<file path="config.mk">
export PLATFORM = sky130hd
export DESIGN_NAME = game_mode_ctrl_flat
export DESIGN_NICKNAME = d
export VERILOG_FILES = /design/src/rtl/game_mode_ctrl_if.sv /design/src/rtl/game_mode_ctrl.sv /design/src/flat_wrapper.sv
export SDC_FILE = /design/constraint.sdc
export NUM_CORES = 1
export LEC_CHECK = 0
export CORE_ASPECT_RATIO = 1.1
export CORE_MARGIN = 4
export CORE_UTILIZATION = 45
export CTS_CLUSTER_DIAMETER = 200
export DETAILED_ROUTE_END_ITERATION = 7
export GPL_TIMING_DRIVEN = 0
export PLACE_DENSITY = 0.61
export SLEW_MARGIN = 5
export SYNTH_ARGS = -nofsm -noshare
export SYNTH_HDL_FRONTEND = slang
export SYNTH_SLANG_ARGS = --single-unit
</file>
<file path="constraint.sdc">
create_clock -name clk -period 5.3 [get_ports clk]
set_input_delay 1.06 -clock clk [delete_from_list [all_inputs] [get_ports clk]]
set_output_delay 1.06 -clock clk [all_outputs]
set_load 0.01 [all_outputs]
</file>
<file path="src/rtl/game_mode_ctrl_if.sv">
// Status and event bundle between the screen-mode sequencer and the display/object logic.
// The sequencer is the slave: it takes the raw buttons and game events and returns mode/lives/wave.
interface game_mode_ctrl_if;
   logic       button_display;
   logic       button_center;
   logic       frame_tick;
   logic       player_hit;
   logic       aliens_cleared;
   logic [1:0] mode;
   logic       objects_frozen;
   logic       game_start;
   logic [1:0] lives;
   logic [3:0] wave;

   modport master (
      output button_display, button_center, frame_tick, player_hit, aliens_cleared,
      input  mode, objects_frozen, game_start, lives, wave
   );

   modport slave (
      input  button_display, button_center, frame_tick, player_hit, aliens_cleared,
      output mode, objects_frozen, game_start, lives, wave
   );
endinterface

</file>
<file path="src/rtl/game_mode_ctrl.sv">
// Screen-mode sequencer: debounced buttons step BLACK/START/GAME/GAME_OVER and track lives and wave.
// A steady button edge reaches the FSM ~DB_CYCLES+2 cycles later; event effects show next cycle; no backpressure.
module game_mode_ctrl #(
   parameter int DB_CYCLES   = 500000,
   parameter int DB_WIDTH    = 20,
   parameter int START_LIVES = 3,
   parameter int OVER_FRAMES = 180
) (
   input  logic             clk,
   input  logic             rst,
   game_mode_ctrl_if.slave  bus
);

   localparam logic [1:0] ST_BLACK = 2'd0;
   localparam logic [1:0] ST_START = 2'd1;
   localparam logic [1:0] ST_GAME  = 2'd2;
   localparam logic [1:0] ST_OVER  = 2'd3;

   localparam int                 FC_W       = $clog2(OVER_FRAMES + 1);
   localparam logic [DB_WIDTH-1:0] DB_LAST    = DB_WIDTH'(DB_CYCLES - 1);
   localparam logic [DB_WIDTH-1:0] DB_ONE     = DB_WIDTH'(1);
   localparam logic [FC_W-1:0]     FC_LAST    = FC_W'(OVER_FRAMES - 1);
   localparam logic [FC_W-1:0]     FC_ONE     = FC_W'(1);
   localparam logic [1:0]          LIVES_INIT = 2'(START_LIVES);

   logic [1:0]      raw;
   logic [1:0]      press;
   logic [1:0]      state;
   logic [1:0]      lives;
   logic [3:0]      wave;
   logic            game_start;
   logic [FC_W-1:0] frames;
   logic            disp_press;
   logic            ctr_press;
   logic            final_hit;

   // Bit 0 is the display button, bit 1 the center button.
   assign raw = {bus.button_center, bus.button_display};

   for (genvar i = 0; i < 2; i++) begin : g_btn
      logic                s1;
      logic                s2;
      logic                st;
      logic                st_d;
      logic [DB_WIDTH-1:0] cnt;

      always_ff @(posedge clk or posedge rst) begin
         if (rst) begin
            s1   <= 1'b0;
            s2   <= 1'b0;
            st   <= 1'b0;
            st_d <= 1'b0;
            cnt  <= '0;
         end else begin
            s1   <= raw[i];
            s2   <= s1;
            st_d <= st;
            if (s2 == st) begin
               cnt <= '0;
            end else if (cnt == DB_LAST) begin
               st  <= s2;
               cnt <= '0;
            end else begin
               cnt <= cnt + DB_ONE;
            end
         end
      end

      assign press[i] = st & ~st_d;
   end

   assign disp_press = press[0];
   assign ctr_press  = press[1];
   assign final_hit  = bus.player_hit && (lives == 2'd1);

   always_ff @(posedge clk or posedge rst) begin
      if (rst) begin
         state      <= ST_BLACK;
         lives      <= 2'd0;
         wave       <= 4'd0;
         game_start <= 1'b0;
         frames     <= '0;
      end else begin
         game_start <= 1'b0;
         case (state)
            ST_BLACK: begin
               if (disp_press) state <= ST_START;
            end
            ST_START: begin
               if (disp_press || ctr_press) begin
                  state      <= ST_GAME;
                  game_start <= 1'b1;
                  lives      <= LIVES_INIT;
                  wave       <= 4'd0;
               end
            end
            ST_GAME: begin
               // A final hit wins over a display press; a non-final hit still counts alongside it.
               if (final_hit) begin
                  lives  <= 2'd0;
                  state  <= ST_OVER;
                  frames <= '0;
               end else begin
                  if (bus.player_hit && lives > 2'd1) lives <= lives - 2'd1;
                  if (disp_press) state <= ST_BLACK;
               end
               if (bus.aliens_cleared) begin
                  if (wave != 4'd15) wave <= wave + 4'd1;
                  game_start <= ~final_hit;
               end
            end
            ST_OVER: begin
               if (disp_press || (bus.frame_tick && frames == FC_LAST)) begin
                  state <= ST_START;
               end else if (bus.frame_tick) begin
                  frames <= frames + FC_ONE;
               end
            end
         endcase
      end
   end

   assign bus.mode           = state;
   assign bus.objects_frozen = (state != ST_GAME);
   assign bus.game_start     = game_start;
   assign bus.lives          = lives;
   assign bus.wave           = wave;

endmodule

</file>
<file path="src/flat_wrapper.sv">
// flat-port wrapper written by rule: the top's interface ports become plain ports
module game_mode_ctrl_flat 
#(
   parameter int DB_CYCLES   = 500000,
   parameter int DB_WIDTH    = 20,
   parameter int START_LIVES = 3,
   parameter int OVER_FRAMES = 180
)
  (clk, rst, bus_button_display, bus_button_center, bus_frame_tick, bus_player_hit, bus_aliens_cleared, bus_mode, bus_objects_frozen, bus_game_start, bus_lives, bus_wave);
  game_mode_ctrl_if bus_i ();
  input  logic clk;
  input  logic rst;
  input wire logic [$bits(bus_i.button_display)-1:0] bus_button_display;
  input wire logic [$bits(bus_i.button_center)-1:0] bus_button_center;
  input wire logic [$bits(bus_i.frame_tick)-1:0] bus_frame_tick;
  input wire logic [$bits(bus_i.player_hit)-1:0] bus_player_hit;
  input wire logic [$bits(bus_i.aliens_cleared)-1:0] bus_aliens_cleared;
  output wire logic [$bits(bus_i.mode)-1:0] bus_mode;
  output wire logic [$bits(bus_i.objects_frozen)-1:0] bus_objects_frozen;
  output wire logic [$bits(bus_i.game_start)-1:0] bus_game_start;
  output wire logic [$bits(bus_i.lives)-1:0] bus_lives;
  output wire logic [$bits(bus_i.wave)-1:0] bus_wave;
  assign bus_i.button_display = bus_button_display;
  assign bus_i.button_center = bus_button_center;
  assign bus_i.frame_tick = bus_frame_tick;
  assign bus_i.player_hit = bus_player_hit;
  assign bus_i.aliens_cleared = bus_aliens_cleared;
  assign bus_mode = bus_i.mode;
  assign bus_objects_frozen = bus_i.objects_frozen;
  assign bus_game_start = bus_i.game_start;
  assign bus_lives = bus_i.lives;
  assign bus_wave = bus_i.wave;
  game_mode_ctrl #(.DB_CYCLES(DB_CYCLES), .DB_WIDTH(DB_WIDTH), .START_LIVES(START_LIVES), .OVER_FRAMES(OVER_FRAMES)) u_core (.clk(clk), .rst(rst), .bus(bus_i));
endmodule
</file>
=== Word-level counts from Yosys, hierarchy flattened ===
Cells that the tools add are included.

* Muxes and demuxes: 25
* Bitwise gates (word level): 7
* Add/subtract/negate cells: 5
* $lt $le $gt $ge: 1
* Reduce and logical (&&, ||, !) cells: 14
* Equality and inequality tests: 21

{| class="wikitable"
|+ Operator list
! operator !! count
|-
| $mux W20 || 4
|-
| $add A20 B1 Y20 const B || 2
|-
| $eq A20 B19 Y1 const B || 2
|-
| $mux W8 || 3
|-
| $mux W2 || 8
|-
| $pmux W8 S2 || 1
|-
| $mux W4 || 3
|-
| $reduce_and A4 Y1 || 3
|-
| $ne A2 B1 Y1 const B || 5
|-
| $add A8 B1 Y8 const B || 1
|-
| $eq A8 B8 Y1 const B || 1
|-
| $ne A2 B2 Y1 const B || 4
|-
| $pmux W2 S4 || 1
|-
| $pmux W4 S2 || 1
|-
| $ne A3 B1 Y1 const B || 2
|-
| $not A1 Y1 || 5
|-
| $add A4 B1 Y4 const B || 1
|-
| $eq A2 B1 Y1 const B || 2
|-
| $eq A2 B2 Y1 const B || 2
|-
| $ne A4 B4 Y1 const B || 1
|-
| $pmux W2 S2 || 1
|-
| $reduce_and A2 Y1 || 2
|-
| $reduce_bool A2 Y1 || 2
|-
| $logic_and A1 B1 Y1 || 3
|-
| other kinds (9) || 13
|}

* Output and inout port bits: 10
* Word-level logic and storage cells: 88
* Register bits after elaboration: 65

=== Longest topological paths before layout ===
Gate-level depths: netlist of the first run.

* Depth after elaboration: 5
* Gate-level depth with buffers: 8

=== Least setup slack after synthesis of the first run ===
Ideal clock, no wire load.

* Path type: input -> register
* Start: input bus_frame_tick
* End: register u_core.frames[2]
* Setup time: 0.126 ns
* Setup slack: 3.192 ns
* Cell stages on the path: 6
* Buffers on the path: 1
* Arrival: 1.982 ns
* Cells stage by stage: nor4bb_1 > nand4_1 > nand2_1 > a21o_1 > buf_2 > a221o_1

* Longest elaborated chain between the ends: 4
* Elaborated cells between the ends (all ways): 5

{| class="wikitable"
|+ RTL lines
! what !! RTL line !! text
|-
| start: declaration || flat_wrapper.sv:15 || <nowiki>input wire logic [$bits(bus_i.frame_tick)-1:0] bus_frame_tick;</nowiki>
|-
| $logic_and A1 B1 Y1 || game_mode_ctrl.sv:113 || <nowiki>if (disp_press || (bus.frame_tick && frames == FC_LAST)) begin</nowiki>
|-
| $logic_or A1 B1 Y1 || game_mode_ctrl.sv:113 ||
|-
| $ne A2 B2 Y1 (no source line) || n/a ||
|-
| $reduce_and A4 Y1 (no source line) * || n/a ||
|-
| end signal: assignment || game_mode_ctrl.sv:116 || <nowiki>frames <= frames + FC_ONE;</nowiki>
|-
| end: declaration || game_mode_ctrl.sv:32 || <nowiki>logic [FC_W-1:0] frames;</nowiki>
|}

Every way passes the cells marked *; elsewhere a longest branch is shown, timed or not.
A chain may end at the register's enable or synchronous reset.

=== Worst setup path in the final report of the first run ===
* Start: register u_core.state[0], in the netlist u_core.bus.mode[0]
* End: output bus_objects_frozen

* Longest elaborated chain between the ends: 1

{| class="wikitable"
|+ RTL lines
! what !! RTL line !! text
|-
| start: declaration || game_mode_ctrl.sv:28 || <nowiki>logic [1:0] state;</nowiki>
|-
| start signal: assignment || game_mode_ctrl.sv:78 || <nowiki>state <= ST_BLACK;</nowiki>
|-
| start signal: assignment || game_mode_ctrl.sv:87 || <nowiki>if (disp_press) state <= ST_START;</nowiki>
|-
| start signal: assignment || game_mode_ctrl.sv:91 || <nowiki>state <= ST_GAME;</nowiki>
|-
| $ne A2 B2 Y1 || game_mode_ctrl.sv:124 || <nowiki>assign bus.objects_frozen = (state != ST_GAME);</nowiki>
|-
| end: declaration || flat_wrapper.sv:19 || <nowiki>output wire logic [$bits(bus_i.objects_frozen)-1:0] bus_objects_frozen;</nowiki>
|}

No other way between the ends.

==> out/metrics.yaml, run 1 <==
outcome:
  status: "finished clean"
logic_synthesis:
  synth_edf_count: 0
  yosysSeqAreaShare_pct: 50.0
  synth_ff_type: "dfrtp_1"
  ys_ff_latch: 65
  avgSynthCellArea_um2: 10.0
  ys_types: 46
  synthesis.nets: 341
  netlist_instances: 325
  async_flop_share_pct: 100
  synth_area_mm2: 0.00325
  yosysWarnings: 0
floorplanning:
  row_count: 32
  pin_count: 17
  die_y_um: 97.2
  die_area_mm2: 0.00865
  die_x_um: 89.1
  core_region_area_mm2: 0.00701
  start_util_pct: 46.4
clock_network:
  cts_buffers: 9
  htreeDepth: 3
  max-clock-path-buffers: 2
  cts.clk_slew.worst_paths_ps: 70
  post_cts_resized: 0
  clk_latency_ps: 330
  clkSinkCount: 65
  postCtsSetupBuffers: 0
  tritoncts: "built"
  hold_buffers: 0
  root_buffer: "clkbuf_8"
worst_setup_path:
  rr_endpoint: "u_core.frames[7]$_DFFE_PP0P_"
  cp_max_fo: 7
  crit_required_ps: 4240
  cp_top_family: "buffers and inverters"
  slowest_delay_ps: 570
  crit_path_cell_trace: "inv_1, ha_1, inv_1, clkdlybuf4s50_1"
  arrival_ps: 1890
  cp-end-kind: "output pin"
  reg2regPathDepth: 7
  cpMostUsedCell: "inv_1"
  crit_path_top_delay_cell: "clkdlybuf4s50_1"
  rr_startpoint: "u_core.bus.mode[0]$_DFFE_PP0P_"
  criticalPathCategory: "flop to output pin"
  r2r_setup_slack_ps: 3350
  crit_buf_inv: 3
  startpoint_type: "flop"
sta:
  fin_crit_sh_pct: 55.6
  finClkSkew_ps: 5.61
  setup_violations: 0
  setup_ws_ps: 2350
  rsz0062_at_grt: "false"
  max_freq_ghz: 0.339
  maxSlewViolCount: 0
  worst_pin_slew_ps: 794
  hold_viol: 0
  maxSlewHeadroom_pct: 47.1
  layout_min_cycle_time_ps: 2950
  final.setup.tns_ps: 0
pwr:
  clock_power_share_pct: 40.7
  leakagePower_nw: 1.67
  p_int_uw: 707
  sw_frac_of_total_pct: 22.4
  p_comb_share_pct: 3.8
  p_seq_share_pct: 55.5
  power.density_mw_per_mm2: 247
  switching_power_uw: 204
  ir_drop_uv: 112
hold_path:
  min_to: "u_core.g_btn[0].s2$_DFF_PP0_"
  hp-class: "flop to flop"
  whs_path_depth: 0
  hold_start: "u_core.g_btn[0].s1$_DFF_PP0_"
finish:
  drive_gt1_share_pct: 10.1
  final_nets: 368
  antenna_cells: 0
  nFillCells: 649
  syn_to_final_growth_pct: 13.6
drt:
  wl_per_cell_um: 13.0
  dr.pass1.iters: 6
  avgViaCountPerCell: 5.22
  finalWirelength_um: 5730
  drc_errors: 0
  dr_total_vias: 2307
  ant_nets: 0
  drt_iter0_drc: 103
placed_design:
  dp_hpwl_um: 3930
  io_buffers: 16
  gp_congestion: 0.785
  place_ws_ps: 2660
run:
  max-cap-violations: 0
grt:
  grt_pass1_vias: 2336
  grt_start_max_net_pins: 66
  antenna_found_initial: 0
  grt_usage_pct: 14.9
  grt_first_pass_wirelength_um: 10200
  grt_overflow: 0
worst max path at each step:
stage	slack (ps)	startpoint	endpoint	cells after the start
final	2350	u_core.bus.mode[0]$_DFFE_PP0P_	bus_objects_frozen	4
after global routing	2220	u_core.bus.mode[0]$_DFFE_PP0P_	bus_objects_frozen	4
after CTS	2310	u_core.bus.mode[0]$_DFFE_PP0P_	bus_objects_frozen	4
after detailed placement	2660	bus_frame_tick	u_core.frames[2]$_DFFE_PP0P_	7
after global placement	1420	rst	u_core.g_btn[0].cnt[18]$_DFF_PP0_	2
after floorplan	2610	rst	u_core.bus.game_start$_DFF_PP0_	1
worst reg2reg max path: stages (launching register included):
cell      delay, ps
dfrtp_1         420
inv_1           130
ha_1            310
inv_1           160
a21oi_2         250
nand3b_1        260
nor4b_1          90
a211o_1         230
metrics by stage:
step	std cells	cell area, µm²	total power [mW]	util, %	hold WS [ps]
5_1_grt	442	3700	0.954	52.8	370
3_5_place_dp	426	3520	0.551	50.3	336
2_1_floorplan	325	3250	0.538	-	331
3_3_place_gp	426	3520	0.550	50.2	336
4_1_cts	442	3700	0.929	52.8	351
6_report	442	3700	0.911	52.8	348
cell families after synthesis:
logic type                 share of synthesized area (%)
xor gates and xnor gates                            10.8
DFF                                                 50.0
buffers and inverters                               2.50
muxes                                               2.31
AOI/OAI and AO/OA                                   4.35
and+or+nand+nor                                     26.6
adders and majority gates                           3.46
synth_stat cells, types with 2 or more instances:
| master | instances | area share [%] |
|---|---|---|
| xnor2_1 | 15 | 4.0 |
| nor2_2 | 2 | 0.38 |
| dfrtp_1 | 65 | 50 |
| or2_2 | 2 | 0.38 |
| ha_1 | 9 | 3.5 |
| nor4_1 | 3 | 0.58 |
| nand2_1 | 36 | 4.2 |
| nor3_1 | 3 | 0.46 |
| o21ai_0 | 5 | 0.77 |
| mux2_2 | 4 | 1.4 |
| nor4bb_1 | 2 | 0.62 |
| nand4_1 | 11 | 2.1 |
| mux2i_1 | 3 | 0.92 |
| nand2b_1 | 3 | 0.58 |
| o22a_1 | 4 | 1.1 |
| a21o_1 | 2 | 0.46 |
| inv_1 | 9 | 1.0 |
| buf_2 | 2 | 0.31 |
| buf_4 | 3 | 0.69 |
| nor4b_1 | 3 | 0.81 |
| nor2_1 | 58 | 6.7 |
| nand3_1 | 20 | 3.1 |
| and3_1 | 12 | 2.3 |
| and4_1 | 3 | 0.81 |
| xor2_1 | 25 | 6.7 |
final cells by class:
class                           instances  area, µm²  area share (%)
Clock inverter                          3       15.0           0.406
Tap cell                               85        106            2.88
Buffer                                  7       47.5            1.29
Multi-Input combinational cell        244       1550            41.8
Inverter                                9       36.3           0.982
Clock buffer                           13        159            4.30
Timing Repair Buffer                   16        160            4.33
Sequential cell                        65       1630            44.0
power groups by stage:
stage	Combinational, mW	Clock (mW)	Sequential [mW]
2_1_floorplan	0.0229	0	0.515
3_3_place_gp	0.0353	0	0.515
3_5_place_dp	0.0358	0	0.515
4_1_cts	0.0360	0.387	0.506
5_1_grt	0.0404	0.407	0.506
6_report	0.0342	0.371	0.506
sequential cells by signal, summed over array words and instances, names as in the netlist:
| name | cells |
|---|---|
| u_core.bus.game_start | 1 |
| u_core.bus.lives | 2 |
| u_core.bus.mode | 2 |
| u_core.bus.wave | 4 |
| u_core.frames | 8 |
| u_core.g_btn.cnt | 40 |
| u_core.g_btn.s1 | 2 |
| u_core.g_btn.s2 | 2 |
| u_core.g_btn.st | 2 |
| u_core.g_btn.st_d | 2 |
metal layers:
layer,wire (µm),vias up,track usage [%]
met5,0,-,0
met4,133,0,8.71
met3,181,10,3.14
met2,2720,25,22.7
met1,2690,1110,19.3
li1,-,1162,-
placed cells by master (no fill, tap or decap), types with 2 or more instances in the layout:
cell / count
nand2_1: 36
nand3_1: 20
mux2i_1: 3
xor2_1: 25
nor4bb_1: 2
and4_1: 3
clkinv_2: 3
and3_1: 12
nand4_1: 11
nor4_1: 3
inv_1: 8
a21o_1: 2
mux2_2: 4
clkbuf_8: 11
nor2_2: 2
dfrtp_1: 65
o21ai_0: 5
nor3_1: 3
buf_2: 2
nand2b_1: 3
ha_1: 9
clkdlybuf4s50_1: 16
clkbuf_1: 3
buf_4: 3
nor2_1: 58
nor4b_1: 3
xnor2_1: 15
or2_2: 2
o22a_1: 4
(Power assumes the default switching activity.)
==> run 2, diff against run 1 <==
- clock period: 5.3 -> 2.8 ns (I/O delays scaled with it)
==> results of run 2 <==
Same layout as run 1 (identical final DEF). Status: finished clean.
Main changes from that run: setup slack after placement 2660 ps -> 657 ps; setup slack after layout 2350 ps -> 353 ps; register-to-register setup slack 3350 ps -> 850 ps; total power 0.911 mW -> 1.73 mW; worst IR drop on VDD 112 µV -> 211 µV
==> run 3, diff against run 2 <==
- CELL_PAD_IN_SITES_DETAIL_PLACEMENT: unset -> 0
- CELL_PAD_IN_SITES_GLOBAL_PLACEMENT: unset -> 1
- PLACE_DENSITY: 0.61 -> 0.74
==> run 3 against run 2 <==
Compared with the run above: non-clock buffer count stayed put; count of clock-buffer cells in the layout is 2 lower; power is 2.6% lower; first-iteration DRC count is 9.7% lower; register-to-register slack better by 20 ps; clock power is 6.4% lower; utilization is 0.18 points lower; fmax is 1.1% higher; cell count is 0.23% lower; global-route usage is 0.19 points lower; die area stayed put; highest routed layer unchanged.
==> out/metrics.yaml, run 3 (synthesis gave the netlist of run 1 again) <==
sta:
  rsz0062_at_grt: "false"  # unchanged
  final.setup.tns_ps: 0  # unchanged
  maxSlewViolCount: 0  # unchanged
  setup_violations: 0  # unchanged
  hold_viol: 0  # unchanged
  maxSlewHeadroom_pct: 47.6  # was 47.1%
  fin_crit_sh_pct: 86.4  # was 87.4%
  finClkSkew_ps: 7.66  # was 5.61 ps
  max_freq_ghz: 0.413  # was 0.409 GHz
  setup_ws_ps: 381  # was 353 ps
  worst_pin_slew_ps: 786  # was 794 ps
  layout_min_cycle_time_ps: 2420  # was 2450 ps
worst_setup_path:
  crit_required_ps: 2240  # about the same
  r2r_setup_slack_ps: 870  # was 850 ps
  rr_endpoint: "u_core.frames[7]$_DFFE_PP0P_"  # unchanged
  startpoint_type: "flop"  # unchanged
  reg2regPathDepth: 7  # unchanged
  cp-end-kind: "output pin"  # unchanged
  criticalPathCategory: "flop to output pin"  # unchanged
  arrival_ps: 1860  # was 1890 ps
  endpoint: "bus_objects_frozen"  # unchanged
  crit_start: "u_core.bus.mode[0]$_DFFE_PP0P_"  # unchanged
  rr_startpoint: "u_core.bus.mode[0]$_DFFE_PP0P_"  # unchanged
  cp_max_fo: 7  # unchanged
clock_network:
  hold_buffers: 0  # unchanged
  htreeDepth: 3  # unchanged
  max-clock-path-buffers: 2  # unchanged
  clkSinkCount: 65  # unchanged
  root_buffer: "clkbuf_8"  # unchanged
  tritoncts: "built"  # unchanged
  post_cts_resized: 0  # unchanged
  cts_buffers: 9  # unchanged
  cts.clk_slew.worst_paths_ps: 70  # about the same
  clk_latency_ps: 320  # was 330 ps
  postCtsSetupBuffers: 0  # unchanged
drt:
  dr_total_vias: 2254  # was 2307
  dr.pass1.iters: 7  # was 6
  avgViaCountPerCell: 5.11  # was 5.22
  finalWirelength_um: 5570  # was 5730 µm
  wl_per_cell_um: 12.6  # was 13.0 µm
  ant_nets: 0  # unchanged
  drt_iter0_drc: 93  # was 103
  drc_errors: 0  # unchanged
pwr:
  power.density_mw_per_mm2: 456  # was 467 mW/mm²
  leakagePower_nw: 1.67  # about the same
  ir_drop_uv: 322  # was 211 µV
  total_power_mw: 1.68  # was 1.73 mW
grt:
  grt_usage_pct: 14.7  # was 14.9%
  antenna_found_initial: 0  # unchanged
  grt_pass1_vias: 2331  # was 2336
  grt_first_pass_wirelength_um: 10300  # was 10200 µm
  grt_overflow: 0  # unchanged
  grt_start_max_net_pins: 66  # unchanged
floorplanning:
  die_area_mm2: 0.00865  # unchanged
  core_region_area_mm2: 0.00701  # unchanged
  row_count: 32  # unchanged
  start_util_pct: 46.4  # unchanged
  die_x_um: 89.1  # unchanged
  die_y_um: 97.2  # unchanged
  pin_count: 17  # unchanged
finish:
  largest_reg_flops: 40  # unchanged
  drive_gt1_share_pct: 10.1  # about the same
  antenna_cells: 0  # unchanged
  fin_util_pct: 52.6  # was 52.8%
  reg_top3: "u_core.g_btn.cnt (40), u_core.frames (8), u_core.bus.wave (4)"  # unchanged
  final_cells: 441  # was 442
  regMostFlops: "u_core.g_btn.cnt"  # unchanged
  final_nets: 368  # unchanged
  syn_to_final_growth_pct: 13.2  # was 13.6%
  final_cell_mix: "65 x dfrtp_1, 58 x nor2_1, 36 x nand2_1, 25 x xor2_1, 20 x nand3_1"  # unchanged
  final_common_cell: "dfrtp_1"  # unchanged
outcome:
  status: "finished clean"  # unchanged
placed_design:
  dp.cells: 426  # unchanged
  io_buffers: 16  # unchanged
  gp_congestion: 0.763  # was 0.785
  place_ws_ps: 655  # was 657 ps
  dp_hpwl_um: 3910  # was 3930 µm
hold_path:
  hp-class: "flop to flop"  # unchanged
run:
  max-cap-violations: 0  # unchanged
[run 3: changes by cell type in the layout (fill, tap and decap cells not counted), sizes merged]
| cell | delta |
|---|---|
| clkbuf | -2 |
| clkinv | +1 |
[run 3: routing by layer]
layer,track usage (%),wire length [µm]
met5,0,0
met4,5.50,54
met3,2.88,213
met2,22.8,2560
met1,20.3,2740
[run 3: how the worst min path moves through the flow]
stage / startpoint / endpoint / slack, ps / cells past startpoint
4_1_cts: u_core.g_btn[0].s1$_DFF_PP0_ / u_core.g_btn[0].s2$_DFF_PP0_ / 370 / 0
2_1_floorplan: u_core.g_btn[0].s1$_DFF_PP0_ / u_core.g_btn[0].s2$_DFF_PP0_ / 330 / 0
6_report: u_core.g_btn[0].s1$_DFF_PP0_ / u_core.g_btn[0].s2$_DFF_PP0_ / 360 / 0
3_3_place_gp: u_core.g_btn[0].s1$_DFF_PP0_ / u_core.g_btn[0].s2$_DFF_PP0_ / 330 / 0
5_1_grt: u_core.g_btn[0].s1$_DFF_PP0_ / u_core.g_btn[0].s2$_DFF_PP0_ / 370 / 0
3_5_place_dp: u_core.g_btn[0].s1$_DFF_PP0_ / u_core.g_btn[0].s2$_DFF_PP0_ / 350 / 0
[run 3: power by group]
group          switching (mW)  total [mW]  internal [mW]
Clock                   0.324       0.658          0.335
Sequential            0.00795       0.958          0.950
Combinational          0.0405      0.0642         0.0236
Total                   0.372        1.68           1.31
[run 3: area by class of cell]
cell class,count,area (µm²)
tap,85,106
clock inverter,4,20.0
buffer,7,47.5
sequential,65,1630
fill,657,3320
inverter,9,36.3
timing repair buffer,16,160
clock buffer,11,141
multi-input combinational,244,1550
[run 3: per-stage QoR]
step	hold WS (ps)	cell area (µm²)
floorplan	331	3250
global placement	335	3520
detailed placement	348	3520
CTS	366	3680
global route	365	3680
finish	362	3680
[run 3: critical path, stage by stage (launching register included)]
cell             delay [ps]
dfrtp_1                 400
inv_1                   100
ha_1                    290
inv_1                   180
clkdlybuf4s50_1         560
